[src/rtl/zombie_wave_controller.sv]
// Zombie wave sequencer: level FSM, movement tick, and per-lane spawn/position/kill bookkeeping.
// Optional RANDOM_LANE_EN: spawn lane picked from an 8-bit LFSR instead of round-robin.
module zombie_wave_controller #(
    parameter int unsigned NUM_LANES = 5,
    parameter int unsigned TICK_DIV  = 500000,
    parameter logic [9:0]  START_X   = 10'd640,
    parameter logic [9:0]  END_X     = 10'd0,
    parameter logic [7:0]  SPAWN_GAP = 8'd64,
    parameter int unsigned L1_COUNT  = 5,
    parameter int unsigned L2_COUNT  = 10,
    parameter int unsigned L3_COUNT  = 15
) (
    input  logic                      clk,
    input  logic                      reset,
    input  logic                      start,
    input  logic [NUM_LANES-1:0]      kill,
    output logic [NUM_LANES-1:0]      lane_active,
    output logic [10*NUM_LANES-1:0]   lane_x,
    output logic                      move_tick,
    output logic [7:0]                state,
    output logic [15:0]               zombies_killed,
    output logic                      game_lost,
    output logic                      game_won
);

    localparam int unsigned TICK_W = (TICK_DIV > 1) ? $clog2(TICK_DIV) : 1;
    localparam int unsigned LW     = (NUM_LANES > 1) ? $clog2(NUM_LANES) : 1;

    typedef enum logic [7:0] {
        S_I     = 8'h01,
        S_L1    = 8'h02,
        S_NL2   = 8'h04,
        S_L2    = 8'h08,
        S_NL3   = 8'h10,
        S_L3    = 8'h20,
        S_DONEL = 8'h40,
        S_DONEW = 8'h80
    } state_e;

    state_e                 state_q, state_d;
    logic [TICK_W-1:0]      tick_q, tick_d;
    logic                   move_tick_q, move_tick_d;
    logic [7:0]             gap_q, gap_d;
    logic [7:0]             to_spawn_q, to_spawn_d;
    logic [LW-1:0]          rr_q, rr_d;
    logic [NUM_LANES-1:0]   active_q, active_d;
    logic [9:0]             x_q [NUM_LANES];
    logic [9:0]             x_d [NUM_LANES];
    logic [15:0]            killed_q, killed_d;
    logic                   lost_q, won_q;

    logic [LW-1:0]          start_idx;
    logic [LW-1:0]          pick;
    logic                   found;
    logic [NUM_LANES-1:0]   kill_v;
    logic [3:0]             kill_cnt;
    logic [16:0]            killed_sum;
    logic [7:0]             gap_inc;
    logic                   loss;
    logic                   in_level;

`ifdef RANDOM_LANE_EN
    logic [7:0] lfsr_q;

    // Free-running Fibonacci LFSR, taps 8,6,5,4
    always_ff @(posedge clk or posedge reset) begin
        if (reset) lfsr_q <= 8'hA5;
        else       lfsr_q <= {lfsr_q[6:0], lfsr_q[7] ^ lfsr_q[5] ^ lfsr_q[4] ^ lfsr_q[3]};
    end

    always_comb start_idx = LW'(int'(lfsr_q[2:0]) % int'(NUM_LANES));
`else
    always_comb start_idx = (int'(rr_q) == int'(NUM_LANES) - 1) ? '0 : rr_q + LW'(1);
`endif

    // First free lane at or after start_idx, using pre-kill occupancy
    always_comb begin
        found = 1'b0;
        pick  = '0;
        for (int k = 0; k < int'(NUM_LANES); k++) begin
            if (!found && !active_q[LW'((int'(start_idx) + k) % int'(NUM_LANES))]) begin
                found = 1'b1;
                pick  = LW'((int'(start_idx) + k) % int'(NUM_LANES));
            end
        end
    end

    always_comb begin
        state_d     = state_q;
        tick_d      = tick_q;
        move_tick_d = 1'b0;
        gap_d       = gap_q;
        to_spawn_d  = to_spawn_q;
        rr_d        = rr_q;
        active_d    = active_q;
        x_d         = x_q;
        killed_d    = killed_q;
        kill_v      = '0;
        kill_cnt    = '0;
        killed_sum  = '0;
        gap_inc     = gap_q;
        loss        = 1'b0;
        in_level    = (state_q == S_L1) || (state_q == S_L2) || (state_q == S_L3);

        if (in_level) begin
            move_tick_d = (tick_q == TICK_W'(TICK_DIV - 1));
            tick_d      = move_tick_d ? '0 : tick_q + TICK_W'(1);

            kill_v = kill & active_q;
            for (int i = 0; i < int'(NUM_LANES); i++) begin
                kill_cnt = kill_cnt + 4'(kill_v[i]);
            end
            killed_sum = {1'b0, killed_q} + 17'(kill_cnt);
            killed_d   = killed_sum[16] ? 16'hFFFF : killed_sum[15:0];

            // Kill takes priority over movement and the loss check in the same lane
            for (int i = 0; i < int'(NUM_LANES); i++) begin
                if (kill_v[i]) begin
                    active_d[i] = 1'b0;
                    x_d[i]      = START_X;
                end else if (move_tick_q && active_q[i]) begin
                    x_d[i] = x_q[i] - 10'd1;
                    if ((x_q[i] - 10'd1) == END_X) loss = 1'b1;
                end
            end

            if (move_tick_q) begin
                gap_inc = (gap_q >= SPAWN_GAP) ? SPAWN_GAP : gap_q + 8'd1;
                gap_d   = gap_inc;
                if (gap_inc == SPAWN_GAP && to_spawn_q != 8'd0 && found) begin
                    active_d[pick] = 1'b1;
                    x_d[pick]      = START_X;
                    rr_d           = pick;
                    to_spawn_d     = to_spawn_q - 8'd1;
                    gap_d          = 8'd0;
                end
            end
        end

        case (state_q)
            S_I:     if (start) state_d = S_L1;
            S_NL2:   if (start) state_d = S_L2;
            S_NL3:   if (start) state_d = S_L3;
            S_L1, S_L2, S_L3: begin
                if (loss) begin
                    state_d = S_DONEL;
                end else if (to_spawn_q == 8'd0 && active_q == '0) begin
                    state_d = (state_q == S_L1) ? S_NL2 :
                              (state_q == S_L2) ? S_NL3 : S_DONEW;
                end
            end
            S_DONEL, S_DONEW: begin
                if (start) begin
                    state_d  = S_I;
                    killed_d = '0;
                    active_d = '0;
                    rr_d     = '0;
                    for (int i = 0; i < int'(NUM_LANES); i++) x_d[i] = START_X;
                end
            end
            default: state_d = S_I;
        endcase

        if (state_d != state_q) begin
            tick_d      = '0;
            move_tick_d = 1'b0;
            // Gap preset makes the first spawn land on the level's first tick
            if (state_d == S_L1 || state_d == S_L2 || state_d == S_L3) gap_d = SPAWN_GAP;
            if (state_d == S_L1) to_spawn_d = 8'(L1_COUNT);
            if (state_d == S_L2) to_spawn_d = 8'(L2_COUNT);
            if (state_d == S_L3) to_spawn_d = 8'(L3_COUNT);
        end
    end

    always_ff @(posedge clk or posedge reset) begin
        if (reset) begin
            state_q     <= S_I;
            tick_q      <= '0;
            move_tick_q <= 1'b0;
            gap_q       <= '0;
            to_spawn_q  <= '0;
            rr_q        <= '0;
            active_q    <= '0;
            for (int i = 0; i < int'(NUM_LANES); i++) x_q[i] <= START_X;
            killed_q    <= '0;
            lost_q      <= 1'b0;
            won_q       <= 1'b0;
        end else begin
            state_q     <= state_d;
            tick_q      <= tick_d;
            move_tick_q <= move_tick_d;
            gap_q       <= gap_d;
            to_spawn_q  <= to_spawn_d;
            rr_q        <= rr_d;
            active_q    <= active_d;
            x_q         <= x_d;
            killed_q    <= killed_d;
            lost_q      <= (state_d == S_DONEL);
            won_q       <= (state_d == S_DONEW);
        end
    end

    for (genvar g = 0; g < int'(NUM_LANES); g++) begin : g_lane_x
        assign lane_x[10*g +: 10] = x_q[g];
    end

    assign lane_active    = active_q;
    assign move_tick      = move_tick_q;
    assign state          = state_q;
    assign zombies_killed = killed_q;
    assign game_lost      = lost_q;
    assign game_won       = won_q;

endmodule

[config.mk]
export PLATFORM = sky130hd
export DESIGN_NAME = zombie_wave_controller
export DESIGN_NICKNAME = d
export VERILOG_FILES = /design/src/rtl/zombie_wave_controller.sv
export SDC_FILE = /design/constraint.sdc
export NUM_CORES = 1
export LEC_CHECK = 0
export CAP_MARGIN = 30
export CELL_PAD_IN_SITES_DETAIL_PLACEMENT = 0
export CELL_PAD_IN_SITES_GLOBAL_PLACEMENT = 2
export CORE_MARGIN = 2
export CORE_UTILIZATION = 38
export CTS_CLUSTER_SIZE = 16
export DETAILED_ROUTE_END_ITERATION = 12
export GPL_ROUTABILITY_DRIVEN = 0
export HOLD_SLACK_MARGIN = 0.02
export PLACE_DENSITY_LB_ADDON = 0.12
export SLEW_MARGIN = 0
export SYNTH_ARGS = -nofsm -noshare
export SYNTH_HDL_FRONTEND = slang
export SYNTH_SLANG_ARGS = --single-unit
export TNS_END_PERCENT = 30
[constraint.sdc]
create_clock -name clk -period 15.3 [get_ports clk]
set_clock_uncertainty 0.05 [all_clocks]
set_input_delay 3.06 -clock clk [delete_from_list [all_inputs] [get_ports clk]]
set_output_delay 3.06 -clock clk [all_outputs]
set_load 0.02 [all_outputs]
==> out/metrics.json <==
{
  "place_area_um2": 9780,
  "ys_ff_latch": 120,
  "count_of_placed_standard_cells_including_taps": 1369,
  "power.leakage_nw": 4.22,
  "period_share": 0.460,
  "cp_data_required_time_ns": 15.59,
  "route.final.wire_length_um": 24900,
  "relSlewSlack": 0.389,
  "gr-total-overflow": 0,
  "drt_iter0_markers": 365,
  "cellPowerDensity_nw_per_um2": 116,
  "grt_pass1_vias": 7681,
  "synth-async-reset-ratio": 1.00,
  "postLayoutCoreUtil": 0.461,
  "synth_top_area_share": 0.315,
  "cts_hold_repair.buffers": 0,
  "x_dimension_of_the_die_um": 155,
  "worst_hold_path_type": "register to register",
  "dr.pass1.iters": 5,
  "dpl.hpwl_um": 17700,
  "max_cap_viol_count": 0,
  "layout.nets": 1151,
  "global_route_wire_length_before_repair_um": 41000,
  "ys.flop_type": "sky130_fd_sc_hd__dfrtp_1",
  "path_max_fanout": 12,
  "antenna_cells": 0,
  "timing_worst_slew_pin_value_ns": 0.915,
  "route.vias.total": 7890,
  "report.power.total_mw": 1.21,
  "floorplan.io_pins": 90,
  "avgSynthCellArea_um2": 8.39,
  "antenna_found_initial": 0,
  "root_driver": "sky130_fd_sc_hd__clkbuf_16",
  "worstSetupEndpointType": "register",
  "setup_ws_ns": 8.27,
  "cts_post_setup_buffers_inserted": 0,
  "vias_per_cell": 5.63,
  "timing.final.setup_violations": 0,
  "synth_largest_area_cell": "sky130_fd_sc_hd__dfrtp_1",
  "mappedNetlistArea_um2": 8660,
  "synth_nets": 1080,
  "floorplan.core_area_um2": 22500,
  "post_synth_fa_ha_maj_area_fraction": 0.0621,
  "fmax_mhz": 142,
  "tritoncts_clock_tree": "done",
  "ctsLongestPathBuffers": 2,
  "synth_compound_area_frac": 0.198,
  "route.antenna.remaining_nets": 0,
  "whs_ns": 0.464,
  "setup_repair_after_global_routing_missed_its_margin": "no",
  "number_of_synthesized_flops_with_an_enable_pin": 0,
  "setup_total_negative_slack_ns": 0,
  "fin_area_um2": 10400,
  "die_y_um": 155,
  "main_combinational_cell_family_by_area_after_synthesis": "simple AND/OR/NAND/NOR gates",
  "layout-drive-gt1-share": 0.0806,
  "worstSkewPairLatency_ns": 0.42,
  "num_rows": 55,
  "area_delta_synth_final_pct": 19.8,
  "start_kind": "input port",
  "muxShareOfSynthArea": 0.0290,
  "post_synthesis_xor_xnor_area_fraction": 0.0637,
  "yosysSeqAreaShare": 0.348,
  "place_ws_ns": 7.81,
  "most-common-layout-cells": "125 x sky130_fd_sc_hd__nor2_1, 109 x sky130_fd_sc_hd__dfrtp_1, 91 x sky130_fd_sc_hd__nand2_1",
  "final_slew_viol_count": 0,
  "post_synth_and_or_nand_nor_area_fraction": 0.258,
  "layout_commonest_cell": "sky130_fd_sc_hd__nor2_1",
  "cts-htree-levels": 4,
  "post_drt_wl_per_cell_um": 17.7,
  "synth_cell_types": 89,
  "route.detailed.drc": 0,
  "grt_max_degree": 61,
  "ir_drop_v": 0.0000798,
  "portBuffers": 89,
  "synth_warnings": 0,
  "yosys-top-cells-area": "sky130_fd_sc_hd__dfrtp_1 31%, sky130_fd_sc_hd__nor2_1 5.5%, sky130_fd_sc_hd__ha_1 5.1%",
  "cp_data_arrival_time_ns": 7.32,
  "nFillCells": 2271,
  "start_util": 0.385,
  "clock_sink_count": 120,
  "tritoncts.num_buffers": 17,
  "dieArea_um2": 24000,
  "period_minus_slack_ns": 7.03,
  "criticalPathCategory": "input port to register",
  "hold_viol": 0,
  "gr-usage-all-layers": 0.212,
  "final-instance-count-excl-fill": 1401,
  "cts_resized": 0,
  "outcome": "completed",
  "clk_transition_reported_paths_ns": 0.06,
  "syn-instance-count": 1032
}
[critical path: stages]
cell and delay [ns]:
sky130_fd_sc_hd__clkdlybuf4s50_1 0.52, sky130_fd_sc_hd__nand2_1 0.16, sky130_fd_sc_hd__inv_1 0.22, sky130_fd_sc_hd__fa_1 0.44
sky130_fd_sc_hd__inv_1 0.09, sky130_fd_sc_hd__fa_1 0.43, sky130_fd_sc_hd__inv_1 0.08, sky130_fd_sc_hd__ha_1 0.15
sky130_fd_sc_hd__inv_1 0.05, sky130_fd_sc_hd__fa_1 0.39, sky130_fd_sc_hd__nor2b_1 0.18, sky130_fd_sc_hd__o211ai_1 0.13
sky130_fd_sc_hd__or2_2 0.33, sky130_fd_sc_hd__or2_2 0.30, sky130_fd_sc_hd__or3_1 0.56, sky130_fd_sc_hd__a31oi_1 0.20
[cell type report]
cell class / instances / area (um^2) / share of cell area
clock inverters: 13 / 144 / 0.0139
multi-input cells: 824 / 5290 / 0.510
inverters: 44 / 168 / 0.0162
flip-flops and latches: 120 / 3020 / 0.291
clock buffers: 19 / 453 / 0.0437
repair buffers: 96 / 943 / 0.0909
well taps: 285 / 357 / 0.0344
[per-layer routing]
layer	global-route usage	up-vias	part of all wire
met5	0	-	0
met1	0.291	3866	0.48
met3	0.0423	15	0.039
li1	-	3876	-
met2	0.348	133	0.47
met4	0.0472	0	0.0093
[power breakdown]
| group | total (mW) | internal, mW | switching [mW] |
|---|---|---|---|
| clock network | 0.410 | 0.250 | 0.160 |
| registers | 0.417 | 0.353 | 0.0648 |
| logic | 0.378 | 0.154 | 0.224 |
[state kept, by name, indices dropped and copies added (netlist names)]
name / flops
lane_x: 50
tick_q: 19
zombies_killed: 16
gap_q: 8
state: 8
to_spawn_q: 8
lane_active: 5
rr_q: 3
game_lost: 1
game_won: 1
move_tick: 1
[cell usage after synthesis, types with 9 or more instances]
master and count:
sky130_fd_sc_hd__nor3_1 31, sky130_fd_sc_hd__nor3b_1 10, sky130_fd_sc_hd__nand3_1 45, sky130_fd_sc_hd__a31oi_1 15
sky130_fd_sc_hd__nand4_1 19, sky130_fd_sc_hd__o21ai_0 86, sky130_fd_sc_hd__or3_1 12, sky130_fd_sc_hd__a21oi_1 63
sky130_fd_sc_hd__ha_1 35, sky130_fd_sc_hd__inv_1 43, sky130_fd_sc_hd__nor4_1 20, sky130_fd_sc_hd__nand2b_1 9
sky130_fd_sc_hd__nor2_1 126, sky130_fd_sc_hd__dfstp_2 11, sky130_fd_sc_hd__and2_1 12, sky130_fd_sc_hd__xnor2_1 32
sky130_fd_sc_hd__a21o_1 9, sky130_fd_sc_hd__and3_1 22, sky130_fd_sc_hd__clkbuf_1 37, sky130_fd_sc_hd__dfrtp_1 109
sky130_fd_sc_hd__xor2_1 31, sky130_fd_sc_hd__mux2i_1 17, sky130_fd_sc_hd__nand2_1 91
[path summary, 6_finish.rpt]
kind                       startpoint                end  slack (ns)  cells after the start
setup / recovery              kill[0]  zombies_killed[0]        8.27                     16
hold / removal              tick_q[3]          tick_q[3]        0.46                      1
setup reg to reg              rr_q[0]         lane_x[13]        9.28                     19
hold reg to reg             tick_q[3]          tick_q[3]        0.46                      1
max in group asynchronous       reset         lane_x[39]       10.67                      4
min in group asynchronous       reset           state[7]        2.89                      2
[cells by family (layout without fill, tap and decap cells)]
kind of cell / count (synthesis) / after routing
AND/OR/NAND/NOR: 444 / 444
AO/OA/AOI/OAI: 255 / 255
flip-flops: 120 / 120
buffers and inverters: 88 / 172
XOR/XNOR: 63 / 63
adder cells (fa/ha/maj): 40 / 40
multiplexers: 22 / 22
Note: power is estimated with default switching activity, not from simulation.
